===== src/rtl/fip_pkg.sv =====
// Package: fip_pkg
// Shared fixed-point definitions for the sequential fip units.
// Default format is Q16.16 (16 integer bits including sign, 16 fractional bits).
package fip_pkg;

  // Default format; units take these as parameter defaults.
  localparam int FIP_INT_BITS  = 16;
  localparam int FIP_FRAC_BITS = 16;
  localparam int FIP_W         = FIP_INT_BITS + FIP_FRAC_BITS;

  // Signed fixed-point word in the default format.
  typedef logic signed [FIP_W-1:0] fip_t;

  // Saturation limits of the default format.
  localparam fip_t FIP_MAX = {1'b0, {(FIP_W-1){1'b1}}};
  localparam fip_t FIP_MIN = {1'b1, {(FIP_W-1){1'b0}}};

  // Handshake-level state shared by the multi-cycle fip units.
  typedef enum logic [1:0] {
    IDLE = 2'd0,
    CALC = 2'd1,
    DONE = 2'd2
  } fip_div_state_e;

endpackage


===== src/rtl/fip_div_step.sv =====
// Module: fip_div_step
// One combinational radix-2 restoring division iteration.
// The remainder entering a step is always below the divisor magnitude, so
// after shifting in the next numerator bit it still fits in W+1 bits.
module fip_div_step #(
  parameter int W = 32
) (
  input  logic [W:0]   rem_in,
  input  logic         num_bit,
  input  logic [W-1:0] divisor,
  output logic [W:0]   rem_out,
  output logic         q_bit
);

  logic [W+1:0] shifted;
  logic [W+1:0] diff;

  // Shift in the next numerator bit; subtract the divisor when it fits.
  // NOTE: every output of a combinational block is assigned on every path,
  // otherwise synthesis infers a latch to hold the old value.
  always_comb begin
    shifted = {rem_in, num_bit};
    diff    = shifted - (W+2)'(divisor);
    q_bit   = (shifted >= (W+2)'(divisor));
    rem_out = (W+1)'(q_bit ? diff : shifted);
  end

endmodule


===== src/rtl/fip_seq_div.sv =====
// Module: fip_seq_div
// Sequential signed fixed-point divider, Q INT_BITS.FRAC_BITS, radix-2
// restoring, one quotient bit per cycle, valid/ready on both sides.
// Overflowing results saturate to the format limits; a zero divisor
// completes in one cycle with div_by_zero set.
// Optional build macro FIP_DIV_ROUND_EN: one extra guard iteration and
// round-half-away-from-zero of the magnitude (latency +1 cycle).
module fip_seq_div
  import fip_pkg::*;
#(
  parameter int INT_BITS  = FIP_INT_BITS,
  parameter int FRAC_BITS = FIP_FRAC_BITS
) (
  input  logic                          clk,
  input  logic                          reset,
  input  logic                          in_valid,
  output logic                          in_ready,
  input  logic [INT_BITS+FRAC_BITS-1:0] dividend,
  input  logic [INT_BITS+FRAC_BITS-1:0] divisor,
  output logic                          out_valid,
  input  logic                          out_ready,
  output logic [INT_BITS+FRAC_BITS-1:0] quotient,
  output logic                          div_by_zero,
  output logic                          overflow
);

  localparam int W = INT_BITS + FRAC_BITS;
`ifdef FIP_DIV_ROUND_EN
  localparam int ROUND = 1;
`else
  localparam int ROUND = 0;
`endif
  // Numerator is |dividend| << FRAC_BITS, plus one guard bit when rounding.
  localparam int ITER  = W + FRAC_BITS + ROUND;
  localparam int CNT_W = $clog2(ITER);
  // Magnitude width leaves headroom for the rounding increment.
  localparam int MAG_W = W + FRAC_BITS + 1;

  localparam logic [W-1:0]     Q_MAX    = {1'b0, {(W-1){1'b1}}};
  localparam logic [W-1:0]     Q_MIN    = {1'b1, {(W-1){1'b0}}};
  localparam logic [MAG_W-1:0] POS_LIM  = MAG_W'(Q_MAX);
  localparam logic [MAG_W-1:0] NEG_LIM  = MAG_W'(Q_MIN);
  localparam logic [CNT_W-1:0] CNT_LAST = CNT_W'(ITER - 1);

  fip_div_state_e   state;
  logic [CNT_W-1:0] counter;

  // Numerator bits leave at the MSB while quotient bits enter at the LSB,
  // so after ITER steps this register holds the raw quotient.
  logic [ITER-1:0]  work;
  logic [W:0]       rem;
  logic [W-1:0]     dvs_mag;
  logic             neg;

  logic             accept;
  logic [W-1:0]     dvd_mag_in;
  logic [W-1:0]     dvs_mag_in;

  logic             step_q;
  logic [W:0]       step_rem;

  logic [ITER-1:0]  raw_q;
  logic [MAG_W-1:0] mag;
  logic [W-1:0]     calc_q;
  logic             calc_ovf;

  assign in_ready = (state == IDLE) && !reset;
  assign accept   = in_valid && in_ready;

  // |MIN| = 2^(W-1) is representable as a W-bit unsigned magnitude.
  assign dvd_mag_in = dividend[W-1] ? (-dividend) : dividend;
  assign dvs_mag_in = divisor[W-1]  ? (-divisor)  : divisor;

  fip_div_step #(
    .W (W)
  ) u_step (
    .rem_in  (rem),
    .num_bit (work[ITER-1]),
    .divisor (dvs_mag),
    .rem_out (step_rem),
    .q_bit   (step_q)
  );

  // Final raw quotient including this cycle's bit, rounded if enabled,
  // then signed and saturated to the format limits.
  always_comb begin
    raw_q = {work[ITER-2:0], step_q};
`ifdef FIP_DIV_ROUND_EN
    mag = MAG_W'(raw_q[ITER-1:1]) + MAG_W'(raw_q[0]);
`else
    mag = MAG_W'(raw_q);
`endif
    calc_q   = mag[W-1:0];
    calc_ovf = 1'b0;
    if (!neg) begin
      if (mag > POS_LIM) begin
        calc_q   = Q_MAX;
        calc_ovf = 1'b1;
      end
    end else if (mag > NEG_LIM) begin
      calc_q   = Q_MIN;
      calc_ovf = 1'b1;
    end else begin
      calc_q = -mag[W-1:0];
    end
  end

  // Operand capture on accept and one restoring step per CALC cycle.
  // NOTE: these datapath registers have no reset: they are always loaded
  // on accept before being read, and the FSM alone decides validity.
  always_ff @(posedge clk) begin
    if (accept) begin
      work    <= {dvd_mag_in, {(ITER-W){1'b0}}};
      rem     <= '0;
      dvs_mag <= dvs_mag_in;
      neg     <= dividend[W-1] ^ divisor[W-1];
    end else if (state == CALC) begin
      work <= {work[ITER-2:0], step_q};
      rem  <= step_rem;
    end
  end

  // Control FSM with registered result and handshake outputs.
  // NOTE: clocked state uses non-blocking assignments so every register
  // samples pre-edge values regardless of statement order.
  always_ff @(posedge clk) begin
    if (reset) begin
      state       <= IDLE;
      counter     <= '0;
      out_valid   <= 1'b0;
      quotient    <= '0;
      div_by_zero <= 1'b0;
      overflow    <= 1'b0;
    end else begin
      case (state)
        IDLE: begin
          if (accept) begin
            if (divisor == '0) begin
              state       <= DONE;
              out_valid   <= 1'b1;
              quotient    <= dividend[W-1] ? Q_MIN : Q_MAX;
              div_by_zero <= 1'b1;
              overflow    <= 1'b0;
            end else begin
              state   <= CALC;
              counter <= CNT_LAST;
            end
          end
        end
        CALC: begin
          if (counter == '0) begin
            state       <= DONE;
            out_valid   <= 1'b1;
            quotient    <= calc_q;
            div_by_zero <= 1'b0;
            overflow    <= calc_ovf;
          end else begin
            counter <= counter - 1'b1;
          end
        end
        DONE: begin
          if (out_ready) begin
            state     <= IDLE;
            out_valid <= 1'b0;
          end
        end
        default: begin
          state     <= IDLE;
          out_valid <= 1'b0;
        end
      endcase
    end
  end

endmodule


===== config.mk =====
export PLATFORM = sky130hd
export DESIGN_NAME = fip_seq_div
export DESIGN_NICKNAME = d
export VERILOG_FILES = /design/src/rtl/fip_pkg.sv /design/src/rtl/fip_div_step.sv /design/src/rtl/fip_seq_div.sv
export SDC_FILE = /design/constraint.sdc
export NUM_CORES = 1
export LEC_CHECK = 0
export BUFFER_PORTS_ARGS = -buffer_cell sky130_fd_sc_hd__buf_2
export CORE_ASPECT_RATIO = 2
export CORE_MARGIN = 8
export CORE_UTILIZATION = 55
export CTS_CLUSTER_SIZE = 40
export DETAILED_ROUTE_END_ITERATION = 16
export PLACE_DENSITY = 0.75
export SLEW_MARGIN = 15
export SYNTH_ARGS = -nofsm -noshare
export SYNTH_HDL_FRONTEND = slang
export SYNTH_HIERARCHICAL = 1
export SYNTH_SLANG_ARGS = --single-unit

===== constraint.sdc =====
create_clock -name clk -period 12.8 [get_ports clk]
set_input_delay 3.84 -clock clk [delete_from_list [all_inputs] [get_ports clk]]
set_output_delay 3.84 -clock clk [all_outputs]
set_load 0.005 [all_outputs]

==> results of run 1 <==
-- cells by family after synthesis --
logic type,synth area share [%]
DFF,37.0
buffers and inverters,4.79
AOI/OAI and AO/OA,23.8
and+or+nand+nor,21.1
adders and majority gates,4.71
xor gates and xnor gates,7.86
muxes,0.745
-- Yosys cell counts, types with 4 or more instances --
cell type	instances	area (um^2)
nand2_1	200	751
a21oi_1	125	626
dfxtp_1	92	1840
nor2_1	89	334
o21ai_0	83	415
edfxtp_1	65	1950
inv_1	54	203
xnor2_1	52	455
clkbuf_1	47	176
xor2_1	40	350
ha_1	37	463
nor3_1	28	140
or3_1	22	138
o31ai_1	21	158
a211oi_1	19	143
nand3_1	19	95.1
nor4_1	18	113
a31oi_1	17	106
nand2b_1	14	87.6
or4_1	14	105
buf_2	11	55.1
a21o_1	10	75.1
o41ai_1	10	87.6
a21boi_0	8	60.1
buf_1	8	30.0
nand4_1	8	50.1
nor2b_1	8	50.1
o21ai_1	8	40.0
and2_1	7	43.8
o211ai_1	7	52.6
o21bai_1	7	52.6
o21a_1	6	45.0
a311oi_1	5	43.8
or2_2	5	31.3
a22oi_1	4	30.0
and3_1	4	25.0
mux2_2	4	45.0
nand3b_1	4	30.0
o211a_1	4	40.0
o22ai_1	4	25.0
-- worst register-to-register path: stages (launching register included) --
cell and delay (ns):
edfxtp_1 0.41, inv_1 0.08, ha_1 0.15, inv_1 0.05
fa_1 0.45, a211oi_2 0.27, o211a_1 0.21, o211ai_1 0.09
and2_1 0.21, a31oi_2 0.38, a31oi_4 0.15, inv_1 0.08
ha_1 0.24, nor3b_1 0.78, nand3_1 0.69, or4_1 1.04
a31oi_4 0.45, o211ai_1 0.20, a211oi_2 0.23
-- final cells by class --
type	instances	area share (%)
inverters	57	1.87
multi-input cells	972	52.3
well taps	216	2.37
clock inverters	13	1.25
repair buffers	113	5.17
clock buffers	19	3.79
flip-flops and latches	157	33.2
-- per-stage QoR --
stage	instance area, um^2	power [uW]
after CTS	11400	1290
final	11400	1290
after detailed placement	10800	793
after floorplan	10200	723
after global placement	10800	788
after global routing	11400	1340
-- layer usage --
layer  wire [um]  track usage, %  vias to the layer above
met2       15600            46.4                      307
met1       10200            23.5                     4546
met3        1260            3.76                       94
met5           0               0                        -
li1            -               -                     4652
met4        1570            17.4                        0
-- registers in the layout, summed over array words and instances, names as in the netlist --
signal	count
work	48
rem	33
dvs_mag	32
quotient	32
counter	6
state	2
div_by_zero	1
neg	1
out_valid	1
overflow	1
-- how the worst max path moves through the flow --
stage,start,end,slack (ns)
2_1_floorplan,reset,in_ready,4.77
3_3_place_gp,reset,in_ready,4.40
3_5_place_dp,reset,in_ready,4.42
4_1_cts,reset,in_ready,4.42
5_1_grt,reset,in_ready,4.34
6_report,reset,in_ready,4.41
-- power by group --
group          switching (uW)  leakage [uW]  internal, uW
logic                     123       0.00280          74.8
clock network             217      0.000268           288
registers                26.0       0.00136           561
==> impl_results.md, run 1 <==
* H-tree depth at 4
* Hold_buf cts at 0
* Crit-path cells: buf_2, nor3_1, buf_2
* Post-route non-filler standard cell count at 1547
* Seq/Total Area, Yosys at 37.0%
* Number of I/O port buffers at 103
* Initial DRC count at 589
* Via density at 6.20
* Clock slew at reported path FFs at 0.06 ns
* Mapped Cells at 1254
* Critical Path Sink Type: output port
* Die area at 23500 um^2
* Static Leak at 0.00443 uW
* R2r endpoint: quotient[10]
* Worst slew pin tran at 1.07 ns
* Rel. slew slack at 28.5%
* Critical path class: primary input to output port
* Origin of the critical flop-to-flop path: work[47]
* Detail Route Antenna Nets at 0
* Vias in the first global route at 9793
* Mean post-synth cell area at 8.17 um^2
* Multi-input logic area at 5970 um^2
* Post-CTS repair timing setup buffer count at 0
* Via Count at 9599
* Antenna fix cells at 0
* Min-Delay Path Depth at 2
* Largest net degree at the start of global routing at 84
* Total wire length at 28.6 mm
* Worst EP arrival at 4.55 ns
* Rows at 70
* Tcrit/Tclk final at 65.5%
* Fin util at 62.4%
* Most common cell after layout, fill and taps aside: nand2_1
* Die H at 209 um
* Hold path start: rem[32]
* Hold slack at 0.472 ns
* Critical-path top delay cell: nor3_1
* Pre-Repair DR Iteration Count at 5
* Max VDD drop at 0.0000813 V
* Worst Skew at 0.0128 ns
* Placed cell count at 1515
* Final #Nets at 1424
* Hold worst-path end: rem[32]
* Outcome: finished clean
* HPWL after detailed placement at 20.6 mm
* Nature of the critical path startpoint: primary input
* Slowest cell delay on critical path at 0.26 ns
* Hold Vio Cnt, Final at 0
* Most used cell along the critical path: buf_2
* Total CTS buffers at 17
* Max-cap violation count at 0
* CP Max Fanout at 25
* Post-layout min period at 8.39 ns
* Initial antenna violation count at 0
* Storage cell area at 3790 um^2
* Clk Latency, worst-skew pair at 0.44 ns
* TritonCTS Sinks at 157
* Synth Cell Area at 10200 um^2
* F_max at 0.119 GHz
* CTS tree: built
* Pre-CTS setup slack at 4.42 ns
* Clock Path Buffers at 2
* Critical path buffer and inverter count at 2
* Syn_nets at 1360
* Crit path required time at 8.96 ns
* PwrDens at 113 nW/um^2
* Final Wtd Congestion at 0.942
* Die width at 113 um
* Cell variety after synth at 82
* Yosys warns at 6
* R2R Setup Slk at 6.55 ns
* Ys flop type: dfxtp_1
* Area grow syn2layout at 11.4%
* Commonest non-fill, non-tap cells in the layout: 200 x nand2_1, 125 x a21oi_1, 103 x buf_2, 92 x dfxtp_1, 89 x nor2_1
* Hold Path Class: register to register
* Initial core utilization at 56.0%
* Total gr overflow at 0
* Ports at 104
* Final Max Slew Viols at 0
* Worst r2r path cells at 18
* First-pass GRT wire length at 46.9 mm
* Final setup viols at 0
* RSZ-0062 raised after global routing: no
* Async SR Flop Fraction at 0%
* Core area at 18300 um^2
* Setup TNS at 0 ns
* FILL cells at 1665
* Resize count post-CTS at 0
* #FFs+latches synth at 157
* DRC errors left at 0
* Post-synth EDFFs at 65
* Layout cells sized above 1 at 13.3%
* CTS Root Cell: clkbuf_16
* Total GRT Usage at 24.6%
* WL per Instance at 18.5 um
* WP depth at 3
* Final worst slack at 4.41 ns
* CP top delay family: buffers and inverters
No activity file was read; power rests on OpenSTA's default activity.
==> inputs of run 2 (changes only) <==
Settings changed: ABC_AREA set to 1, PLACE_DENSITY 0.75 to 0.74.
Clock period 12.8 ns to 8.1 ns, I/O delays scaled along.
==> run 2 against run 1 <==
  * Sequential share of layout area fell by 6.4 points
  * Critical path depth stayed put
  * Critical endpoint unchanged
  * Register-to-register slack worse by 3.4 ns
  * Total power up 150%
  * Sequential power grew 96%
  * Final cell count grew 58%
  * Synthesized area grew 26%
  * Core utilization is 1.2 points lower
  * Combinational power increased to 6.1 times the previous value
  * Clock power rose by 70%
  * Critical path type unchanged
  * Non-clock buffer count fell by 2
==> impl_results.md, run 2 <==
* Post-synth top area cell: nand2_1
* Final Wtd Congestion at 1.03
* Vias in the first global route at 13100
* Max reg flops at 48
* XOR/XNOR share of the synthesized area at 4.48%
* Ys flop type: dfxtp_1
* Post-synth EDFFs at 65
* Initial core utilization at 55.8%
* Hold Path Class: register to register
* Clock Path Buffers at 2
* Top Registers: work x48, rem x33
* Mapped Cells at 2080
* CTS tree: built
* Worst EP arrival at 2.90 ns
* Initial DRC count at 873
* Core area at 23100 um^2
* Max VDD drop at 0.000186 V
* Cell variety after synth at 45
* Final setup viols at 0
* Worst slew pin tran at 0.979 ns
* Die H at 233 um
* WL met3 at 1.35 mm
* Total gr overflow at 0
* Top routing layer in use: met4
* Total GRT Usage at 28.4%
* Rows at 79
* Nature of the critical path startpoint: primary input
* TritonCTS Sinks at 157
* #FFs+latches synth at 157
* Via density at 5.35
* Largest Register: work
* Met2 WL at 23.0 mm
* Top-count cell post-synth: nand2_1
* Syn_nets at 2186
* Area share of the leading cell type in the synthesized netlist at 22.7%
* Ports at 104
* F_max at 0.188 GHz
* Outcome: finished clean
* Number of I/O port buffers at 103
* Initial antenna violation count at 1
* Hold Vio Cnt, Final at 0
* PwrDens at 227 nW/um^2
* Total CTS buffers at 17
* WL per Instance at 17.1 um
* H-tree depth at 4
* Via Count at 13100
* Hold_buf cts at 0
* Hold path start: div_by_zero
* Total wire length at 41.7 mm
* Static Leak at 0.00770 uW
* Post-synthesis compound-gate area fraction at 11.0%
* Post-CTS repair timing setup buffer count at 0
* Detail Route Antenna Nets at 0
* Yosys warns at 6
* Mean post-synth cell area at 6.20 um^2
* Die area at 28900 um^2
* Setup TNS at 0 ns
* Post-Place Cell Area at 13500 um^2
* Largest family of logic cells by synthesized area: simple AND/OR/NAND/NOR gates
* Resize count post-CTS at 0
* Clk Latency, worst-skew pair at 0.45 ns
* Critical Path Sink Type: output port
* Most common cell after layout, fill and taps aside: nand2_1
* Area grow syn2layout at 9.62%
* Post-synthesis adder-cell area fraction at 3.74%
* Origin of the critical flop-to-flop path: work[47]
* Worst Skew at 0.0122 ns
* Simple-gate share of the synthesized area at 38.0%
* Async SR Flop Fraction at 0%
* First-pass GRT wire length at 65.2 mm
* Crit path required time at 5.67 ns
* CTS Root Cell: clkbuf_16
* Synth area leaders: nand2_1 23%, edfxtp_1 15%, dfxtp_1 14%
* Max-cap violation count at 0
* RSZ-0062 raised after global routing: no
* Layout cells sized above 1 at 11.3%
* CP Max Fanout at 12
* R2R Setup Slk at 3.17 ns
* Tcrit/Tclk final at 65.8%
* Fin util at 61.2%
* Final instance area at 14100 um^2
* Rel. slew slack at 34.6%
* Final Max Slew Viols at 0
* Pre-Repair DR Iteration Count at 8
* Largest net degree at the start of global routing at 72
* HPWL after detailed placement at 31.8 mm
* Die width at 124 um
* Wire length on met1 at 13.9 mm
* Final #Nets at 2252
* Mux cell area share after synthesis at 0%
* Synth cell count leaders: 781 x nand2_1, 357 x inv_1, 160 x nor2_1, 95 x nand3_1, 92 x dfxtp_1
* DRC errors left at 0
* Post-layout min period at 5.33 ns
* Worst setup path startpoint: reset
* Commonest non-fill, non-tap cells in the layout: 781 x nand2_1, 357 x inv_1, 160 x nor2_1, 103 x buf_2, 95 x nand3_1
* Clock slew at reported path FFs at 0.07 ns
* Critical path class: primary input to output port
* Seq/Total Area, Yosys at 29.4%
* Synth Cell Area at 12900 um^2
==> run 2: changes by cell type after synthesis, sizes merged, moves of 19 or more <==
| cell | previous run | this run |
|---|---|---|
| xnor2 | 52 | 8 |
| or3 | 22 | 0 |
| inv | 55 | 365 |
| a31oi | 21 | 0 |
| nand2 | 200 | 792 |
| nand4 | 8 | 53 |
| nand3 | 19 | 100 |
| nor2 | 89 | 182 |
| o31ai | 23 | 2 |
| o21bai | 7 | 26 |
| a21oi | 127 | 87 |
| a211oi | 22 | 0 |
| clkbuf | 47 | 28 |
==> run 2: final cells by class <==
type | instances | area, um^2
Fill cell | 2330 | 8980
Multi-Input combinational cell | 1494 | 7400
Sequential cell | 157 | 3790
Inverter | 365 | 1370
Timing Repair Buffer | 111 | 588
Clock buffer | 25 | 583
Tap cell | 283 | 354
Clock inverter | 7 | 52.6
Antenna cell | 3 | 7.51
==> run 2: path summary, 6_finish.rpt <==
kind / to / depth (start not counted)
worst max register to register: quotient[13] / 22
worst min register to register: div_by_zero / 2
worst min-delay path: div_by_zero / 2
worst max-delay path: in_ready / 3
==> run 2: kinds of logic (layout without fill, tap and decap cells) <==
kind of cell             after synthesis  after routing
buffers and inverters                429            508
other                                  0              3
AND/OR/NAND/NOR                     1165           1165
flip-flops                           157            157
AO/OA/AOI/OAI                        225            225
XOR/XNOR                              66             66
adder cells (fa/ha/maj)               38             38
==> run 2: through the flow <==
stage	total power (uW)	cells	worst slack, ns	hold WS, ns
2_1_floorplan	1960	2080	3.11	0.444
5_1_grt	3390	2443	2.75	0.492
3_3_place_gp	2320	2409	2.79	0.451
3_5_place_dp	2340	2409	2.77	0.457
6_report	3210	2445	2.77	0.465
4_1_cts	3200	2441	2.77	0.467
==> run 2: layer usage <==
metal / GRT usage, % / vias up
met5: 0 / -
met4: 24.0 / 0
met3: 3.71 / 157
met2: 55.9 / 358
met1: 24.6 / 5979
li1: - / 6579
==> run 2: worst max-delay path, cell delays in order <==
cell	delay [ns]
buf_2	0.18
nor2_2	0.16
buf_2	0.13
==> run 2: report_power, final <==
part | total, uW | internal, uW | switching (uW)
Sequential | 1150 | 1030 | 121
Combinational | 1200 | 355 | 843
Clock | 861 | 507 | 354
